`config.mk`:
```
export PLATFORM = sky130hd
export DESIGN_NAME = alu_system_ctrl
export DESIGN_NICKNAME = d
export VERILOG_FILES = /design/src/rtl/alu_system_ctrl.sv
export SDC_FILE = /design/constraint.sdc
export NUM_CORES = 1
export LEC_CHECK = 0
export ABC_CLOCK_PERIOD_IN_PS = 1900
export CORE_MARGIN = 1
export CORE_UTILIZATION = 32
export DETAILED_ROUTE_END_ITERATION = 10
export PLACE_DENSITY = 0.83
export RECOVER_POWER = 100
export SYNTH_ARGS = -nofsm -noshare
export SYNTH_HDL_FRONTEND = slang
export SYNTH_SLANG_ARGS = --single-unit
```
`constraint.sdc`:
```
create_clock -name Clock -period 1.9 [get_ports Clock]
set_clock_uncertainty 0.05 [all_clocks]
set_input_delay 0.285 -clock Clock [delete_from_list [all_inputs] [get_ports Clock]]
set_output_delay 0.285 -clock Clock [all_outputs]
set_load 0.02 [all_outputs]
```
`src/rtl/alu_system_ctrl.sv`:
```
// alu_system_ctrl: hardwired sequencer for ALU_System.
// Two-byte fetch into IR, one or two execute cycles, Moore outputs.
module alu_system_ctrl #(
    parameter bit CLR_RF = 1'b1
) (
    input  logic        Clock,
    input  logic        Reset,
    input  logic [15:0] IR_out,
    input  logic [3:0]  ALU_ZCNO,
    output logic [1:0]  MuxASel,
    output logic [1:0]  MuxBSel,
    output logic        MuxCSel,
    output logic [2:0]  RF_OutASel,
    output logic [2:0]  RF_OutBSel,
    output logic [1:0]  RF_FunSel,
    output logic [3:0]  RF_TSel,
    output logic [3:0]  RF_RSel,
    output logic [3:0]  ALU_FunSel,
    output logic [1:0]  ARF_OutASel,
    output logic [1:0]  ARF_OutBSel,
    output logic [1:0]  ARF_FunSel,
    output logic [3:0]  ARF_RSel,
    output logic [1:0]  IR_Funsel,
    output logic        IR_Enable,
    output logic        IR_LH,
    output logic        Mem_WR,
    output logic        Mem_CS,
    output logic        Halted
);
    typedef enum logic [2:0] {
        S_CLR,
        S_F0,
        S_F1,
        S_EX0,
        S_EX1,
        S_HALT
    } state_t;

    localparam logic [1:0] FS_DEC  = 2'b00;
    localparam logic [1:0] FS_INC  = 2'b01;
    localparam logic [1:0] FS_LOAD = 2'b10;
    localparam logic [1:0] FS_CLR  = 2'b11;

    localparam logic [1:0] ARF_AR = 2'b00;
    localparam logic [1:0] ARF_PC = 2'b10;

    localparam logic [3:0] SEL_PC = 4'b1000;
    localparam logic [3:0] SEL_AR = 4'b0100;

    localparam logic [3:0] ALU_A   = 4'b0000;
    localparam logic [3:0] ALU_B   = 4'b0001;
    localparam logic [3:0] ALU_NOT = 4'b0010;
    localparam logic [3:0] ALU_ADD = 4'b0100;
    localparam logic [3:0] ALU_SUB = 4'b0110;
    localparam logic [3:0] ALU_AND = 4'b0111;
    localparam logic [3:0] ALU_OR  = 4'b1000;

    localparam logic [3:0] OP_LDI  = 4'h0;
    localparam logic [3:0] OP_LD   = 4'h1;
    localparam logic [3:0] OP_ST   = 4'h2;
    localparam logic [3:0] OP_MOV  = 4'h3;
    localparam logic [3:0] OP_ADD  = 4'h4;
    localparam logic [3:0] OP_SUB  = 4'h5;
    localparam logic [3:0] OP_AND  = 4'h6;
    localparam logic [3:0] OP_OR   = 4'h7;
    localparam logic [3:0] OP_NOT  = 4'h8;
    localparam logic [3:0] OP_INC  = 4'h9;
    localparam logic [3:0] OP_DEC  = 4'hA;
    localparam logic [3:0] OP_BRA  = 4'hB;
    localparam logic [3:0] OP_BNE  = 4'hC;
    localparam logic [3:0] OP_BEQ  = 4'hD;
    localparam logic [3:0] OP_HALT = 4'hE;

    state_t     state;
    state_t     state_nx;
    logic [3:0] op;
    logic [1:0] rd;
    logic [1:0] rs;
    logic [3:0] rd_hot;
    logic       z;
    logic       unused_bits;

    assign op     = IR_out[15:12];
    assign rd     = IR_out[11:10];
    assign rs     = IR_out[9:8];
    assign rd_hot = 4'b1000 >> rd;
    assign z      = ALU_ZCNO[3];

    // immediate is routed through the datapath muxes; only Z steers control
    assign unused_bits = ^{IR_out[7:0], ALU_ZCNO[2:0]};

    always_ff @(posedge Clock) begin
        if (Reset) state <= S_CLR;
        else       state <= state_nx;
    end

    always_comb begin
        state_nx    = state;
        MuxASel     = 2'b00;
        MuxBSel     = 2'b00;
        MuxCSel     = 1'b0;
        RF_OutASel  = 3'd0;
        RF_OutBSel  = 3'd0;
        RF_FunSel   = FS_LOAD;
        RF_TSel     = 4'b0000;
        RF_RSel     = 4'b0000;
        ALU_FunSel  = ALU_A;
        ARF_OutASel = 2'b00;
        ARF_OutBSel = 2'b00;
        ARF_FunSel  = FS_LOAD;
        ARF_RSel    = 4'b0000;
        IR_Funsel   = FS_LOAD;
        IR_Enable   = 1'b0;
        IR_LH       = 1'b0;
        Mem_WR      = 1'b0;
        Mem_CS      = 1'b1;
        Halted      = 1'b0;
        unique case (state)
            S_CLR: begin
                ARF_FunSel = FS_CLR;
                ARF_RSel   = 4'b1110;
                IR_Funsel  = FS_CLR;
                IR_Enable  = 1'b1;
                RF_FunSel  = FS_CLR;
                RF_RSel    = CLR_RF ? 4'b1111 : 4'b0000;
                state_nx   = S_F0;
            end
            S_F0, S_F1: begin
                ARF_OutBSel = ARF_PC;
                Mem_CS      = 1'b0;
                IR_Enable   = 1'b1;
                IR_LH       = (state == S_F1);
                ARF_FunSel  = FS_INC;
                ARF_RSel    = SEL_PC;
                state_nx    = (state == S_F0) ? S_F1 : S_EX0;
            end
            S_EX0: begin
                state_nx = S_F0;
                unique case (op)
                    OP_LDI: begin
                        MuxASel = 2'b10;
                        RF_RSel = rd_hot;
                    end
                    OP_LD, OP_ST: begin
                        MuxBSel  = 2'b10;
                        ARF_RSel = SEL_AR;
                        state_nx = S_EX1;
                    end
                    OP_MOV: begin
                        RF_OutASel = {1'b0, rs};
                        ALU_FunSel = ALU_A;
                        RF_RSel    = rd_hot;
                    end
                    OP_ADD, OP_SUB, OP_AND, OP_OR: begin
                        RF_OutASel = {1'b0, rd};
                        RF_OutBSel = {1'b0, rs};
                        RF_RSel    = rd_hot;
                        unique case (op[1:0])
                            2'b00:   ALU_FunSel = ALU_ADD;
                            2'b01:   ALU_FunSel = ALU_SUB;
                            2'b10:   ALU_FunSel = ALU_AND;
                            default: ALU_FunSel = ALU_OR;
                        endcase
                    end
                    OP_NOT: begin
                        RF_OutASel = {1'b0, rs};
                        ALU_FunSel = ALU_NOT;
                        RF_RSel    = rd_hot;
                    end
                    OP_INC: begin
                        RF_FunSel = FS_INC;
                        RF_RSel   = rd_hot;
                    end
                    OP_DEC: begin
                        RF_FunSel = FS_DEC;
                        RF_RSel   = rd_hot;
                    end
                    OP_BRA: begin
                        MuxBSel  = 2'b10;
                        ARF_RSel = SEL_PC;
                    end
                    OP_BNE: begin
                        MuxBSel = 2'b10;
                        if (!z) ARF_RSel = SEL_PC;
                    end
                    OP_BEQ: begin
                        MuxBSel = 2'b10;
                        if (z) ARF_RSel = SEL_PC;
                    end
                    OP_HALT: state_nx = S_HALT;
                    default: ;
                endcase
            end
            S_EX1: begin
                state_nx    = S_F0;
                ARF_OutBSel = ARF_AR;
                Mem_CS      = 1'b0;
                if (op == OP_ST) begin
                    Mem_WR     = 1'b1;
                    RF_OutBSel = {1'b0, rd};
                    ALU_FunSel = ALU_B;
                end else begin
                    MuxASel = 2'b01;
                    RF_RSel = rd_hot;
                end
            end
            S_HALT: Halted = 1'b1;
            default: state_nx = S_CLR;
        endcase
    end

endmodule

```
==> results of run 1 <==
==> cell usage in the layout (no fill, tap or decap), types with 5 or more instances in the layout <==
master,Yosys,routed
buf_4,14,27
conb_1,2,13
buf_6,0,10
nor2_1,10,8
dlygate4sd2_1,0,8
clkdlybuf4s50_1,0,7
nand2_1,6,6
clkbuf_1,2,6
nand2b_1,5,5
o21ai_0,5,5
ha_4,0,5
==> stage by stage <==
| step | power [µW] | setup slack, ps | utilization (%) | setup TNS [ps] | instances |
|---|---|---|---|---|---|
| finish | 622 | -136 | 65.2 | -948 | 194 |
| global route | 661 | -203 | 65.2 | -2360 | 194 |
| CTS | 634 | -117 | 66.4 | -843 | 193 |
| detailed placement | 499 | -1040 | 57.2 | -17280 | 186 |
| global placement | 485 | -934 | 57.2 | -16130 | 186 |
| floorplan | 326 | 33.2 | - | 0 | 116 |
==> Yosys cell counts <==
| cell type | instances |
|---|---|
| buf_4 | 14 |
| nor2_1 | 10 |
| ha_1 | 6 |
| nand2_1 | 6 |
| buf_2 | 5 |
| inv_1 | 5 |
| nand2b_1 | 5 |
| o21ai_0 | 5 |
| a21oi_1 | 4 |
| dfxtp_1 | 3 |
| o21ai_1 | 3 |
| a22o_1 | 2 |
| a22oi_1 | 2 |
| clkbuf_1 | 2 |
| conb_1 | 2 |
| nor2b_1 | 2 |
| nor3_1 | 2 |
| nor3b_1 | 2 |
| nor4_1 | 2 |
| o211ai_1 | 2 |
| xor2_1 | 2 |
| a211oi_1 | 1 |
| a21o_1 | 1 |
| a221oi_1 | 1 |
| a2bb2oi_1 | 1 |
| a31oi_1 | 1 |
| and2_1 | 1 |
| mux2i_1 | 1 |
| nand3_1 | 1 |
| nand3b_4 | 1 |
| nor3_2 | 1 |
| nor4_4 | 1 |
| nor4b_1 | 1 |
| nor4b_4 | 1 |
| o21ba_2 | 1 |
| o31ai_2 | 1 |
| o32ai_1 | 1 |
| o41ai_1 | 1 |
| or3_1 | 1 |
| or3b_1 | 1 |
==> report_power, final <==
group,total [µW],internal [µW],switching [µW]
Clock,109,78.5,30.0
Sequential,78.7,69.5,9.20
Combinational,435,185,250
Total,622,333,290
==> worst max-delay path, stage by stage <==
cell and delay (ps):
buf_8 100, buf_6 120, ha_4 170, buf_4 150, nor3_4 190, nor4_4 70
nor3_4 270, buf_4 160, o21ai_2 50, buf_6 130
==> kinds of logic (layout without fill, tap and decap cells) <==
group / count (synthesis) / in the layout
DFF: 3 / 3
xor gates and xnor gates: 2 / 2
muxes: 1 / 1
other: 2 / 13
AOI/OAI and AO/OA: 27 / 27
adders and majority gates: 6 / 6
buffers and inverters: 26 / 76
and+or+nand+nor: 38 / 38
==> what timing repair did <==
item / in CTS / in global routing
hold buffers: 0 / 0
gates resized for setup: 147 / 18
setup endpoints to repair: 27 / 19
endpoints found under the hold margin: 0 / 0
pin swaps: 20 / 13
setup buffers: 3 / 1
==> worst paths after layout <==
check / end / slack (ps) / cells past startpoint
hold / removal: state[1] / 600 / 2
hold reg to reg: state[0] / 600 / 2
setup reg to reg: state[0] / 660 / 3
setup / recovery: RF_RSel[2] / -140 / 10
==> layout make-up <==
cell class                      count  area share [%]
Clock buffer                        4            1.81
Inverter                            5            1.46
Multi-Input combinational cell     87            52.4
Sequential cell                     3            4.56
Tap cell                           28            2.41
Timing Repair Buffer               67            37.4
==> per-layer routing <==
metal | vias to the layer above | wire (µm) | global-route usage (%)
li1 | 465 | - | -
met1 | 441 | 953 | 21.3
met2 | 40 | 1420 | 43.3
met3 | 2 | 151 | 1.19
met4 | 0 | 22 | 4.63
met5 | - | 0 | 0
==> run metrics, run 1 <==
status=finished, violations left; violated checks=setup timing; post-synthesis cell type count=40; RR Startpoint=state[1]; Post-Syn Area=between 700 and 800 µm²; Vias=~950; CP required=between 1500 and 2000 ps; post-route cell area=around 0.0015 mm²; CTS H-tree depth=1; hold crit path type=in -> reg; first-pass GRT wire length=4.13 mm; Final WS setup=-136 ps; final worst path period share=107%; initial core utilization=roughly a third; Die Ht=50.9 µm; die width=50.9 µm; initial antenna violation count=0; vias in the first global route=a little over 900; final slew viol count=0; PD cells=427 mW/mm²; post-synthesis sequential area ratio=under 10%; XOR/XNOR Fraction of Synth Area=approximately 2.3%; via/cell ratio=4.89; DR iter-0 viols=6; average wire per cell in the routed design=13.1 µm; Post-DP Area=~0.0013 mm²; Core Region=roughly 0.0022 mm²; Final Setup Violations=15; DIE AREA=~0.0026 mm²; min Tclk post-route=2040 ps; Largest regs=state x3; share of the synthesized area in the top cell type=between 10% and 20%; Compound-Gate Fraction of Synth Area=between 20% and 30%; f_max=just under 500 MHz; max_cap viols=0; clock buffer depth=2; # rows=17; RSZ-0062 raised after global routing=yes; num ports=64; Leakage=0.000662 µW; Final Hold Violating Endpoints=0; # DRC=0; Nets=roughly 200; cell accounting for the most synthesized area=buf_4; CTS tree=done; Total Routing Usage GR=about a fifth; Area Overhead vs Synth=90.3%; layout cells sized above 1=around 50%; Pre-antenna DRT Iters=4; Worst Setup SP=IR_out[12]; Post-Synth Adder-Cell Area=under 10%; Clock Sinks=3; worst hold start=Reset; drt total wl=2.55 mm; simple-gate share of the synthesized area=between 30% and 40%; flops & latches, synth=3; largest family of logic cells by synthesized area=simple AND/OR/NAND/NOR gates; worst hold slack=598 ps; post-route ant nets=0; Routability Congestion=between 0.8 and 0.9; Sequential Area=roughly 66 µm²; largest net degree at the start of global routing=11; worst setup path class=in -> out; CTS buffer count=3; Layout fillers=approximately 200; maximum vdd ir drop=0.000332 V; grt total ovfl=0; Post-Syn Instances=between 100 and 150; crit path max fanout=4; max FFs per register=3; Worst EP arrival=1700 ps; clock slew at reported path FFs=approximately 30 ps; multiplexer share of the synthesized area=under 10%; syn_area_per_cell=around 7.3 µm²; DP HPWL=roughly 1.9 mm; # port buffers=39; clock tree root driver cell=clkbuf_4; CP Launch Type=input port; Top reg by flops=state; Synth Warn #=0; # diodes=0; Area contributors post-synth=buf_4 (14%), ha_1 (9.8%), dfxtp_1 (7.9%); Worst-Skew Late Latency=230 ps; Worst Setup End Kind=primary output; area of the multi-input gates=between 700 and 800 µm²
No activity file was read; power rests on OpenSTA's default activity.
==> run 2, diff against run 1 <==
- CAP_MARGIN: not set -> 5
- SLEW_MARGIN: not set -> 30
==> results of run 2 <==
Final layout, timing and power as in run 1 (identical DEF).
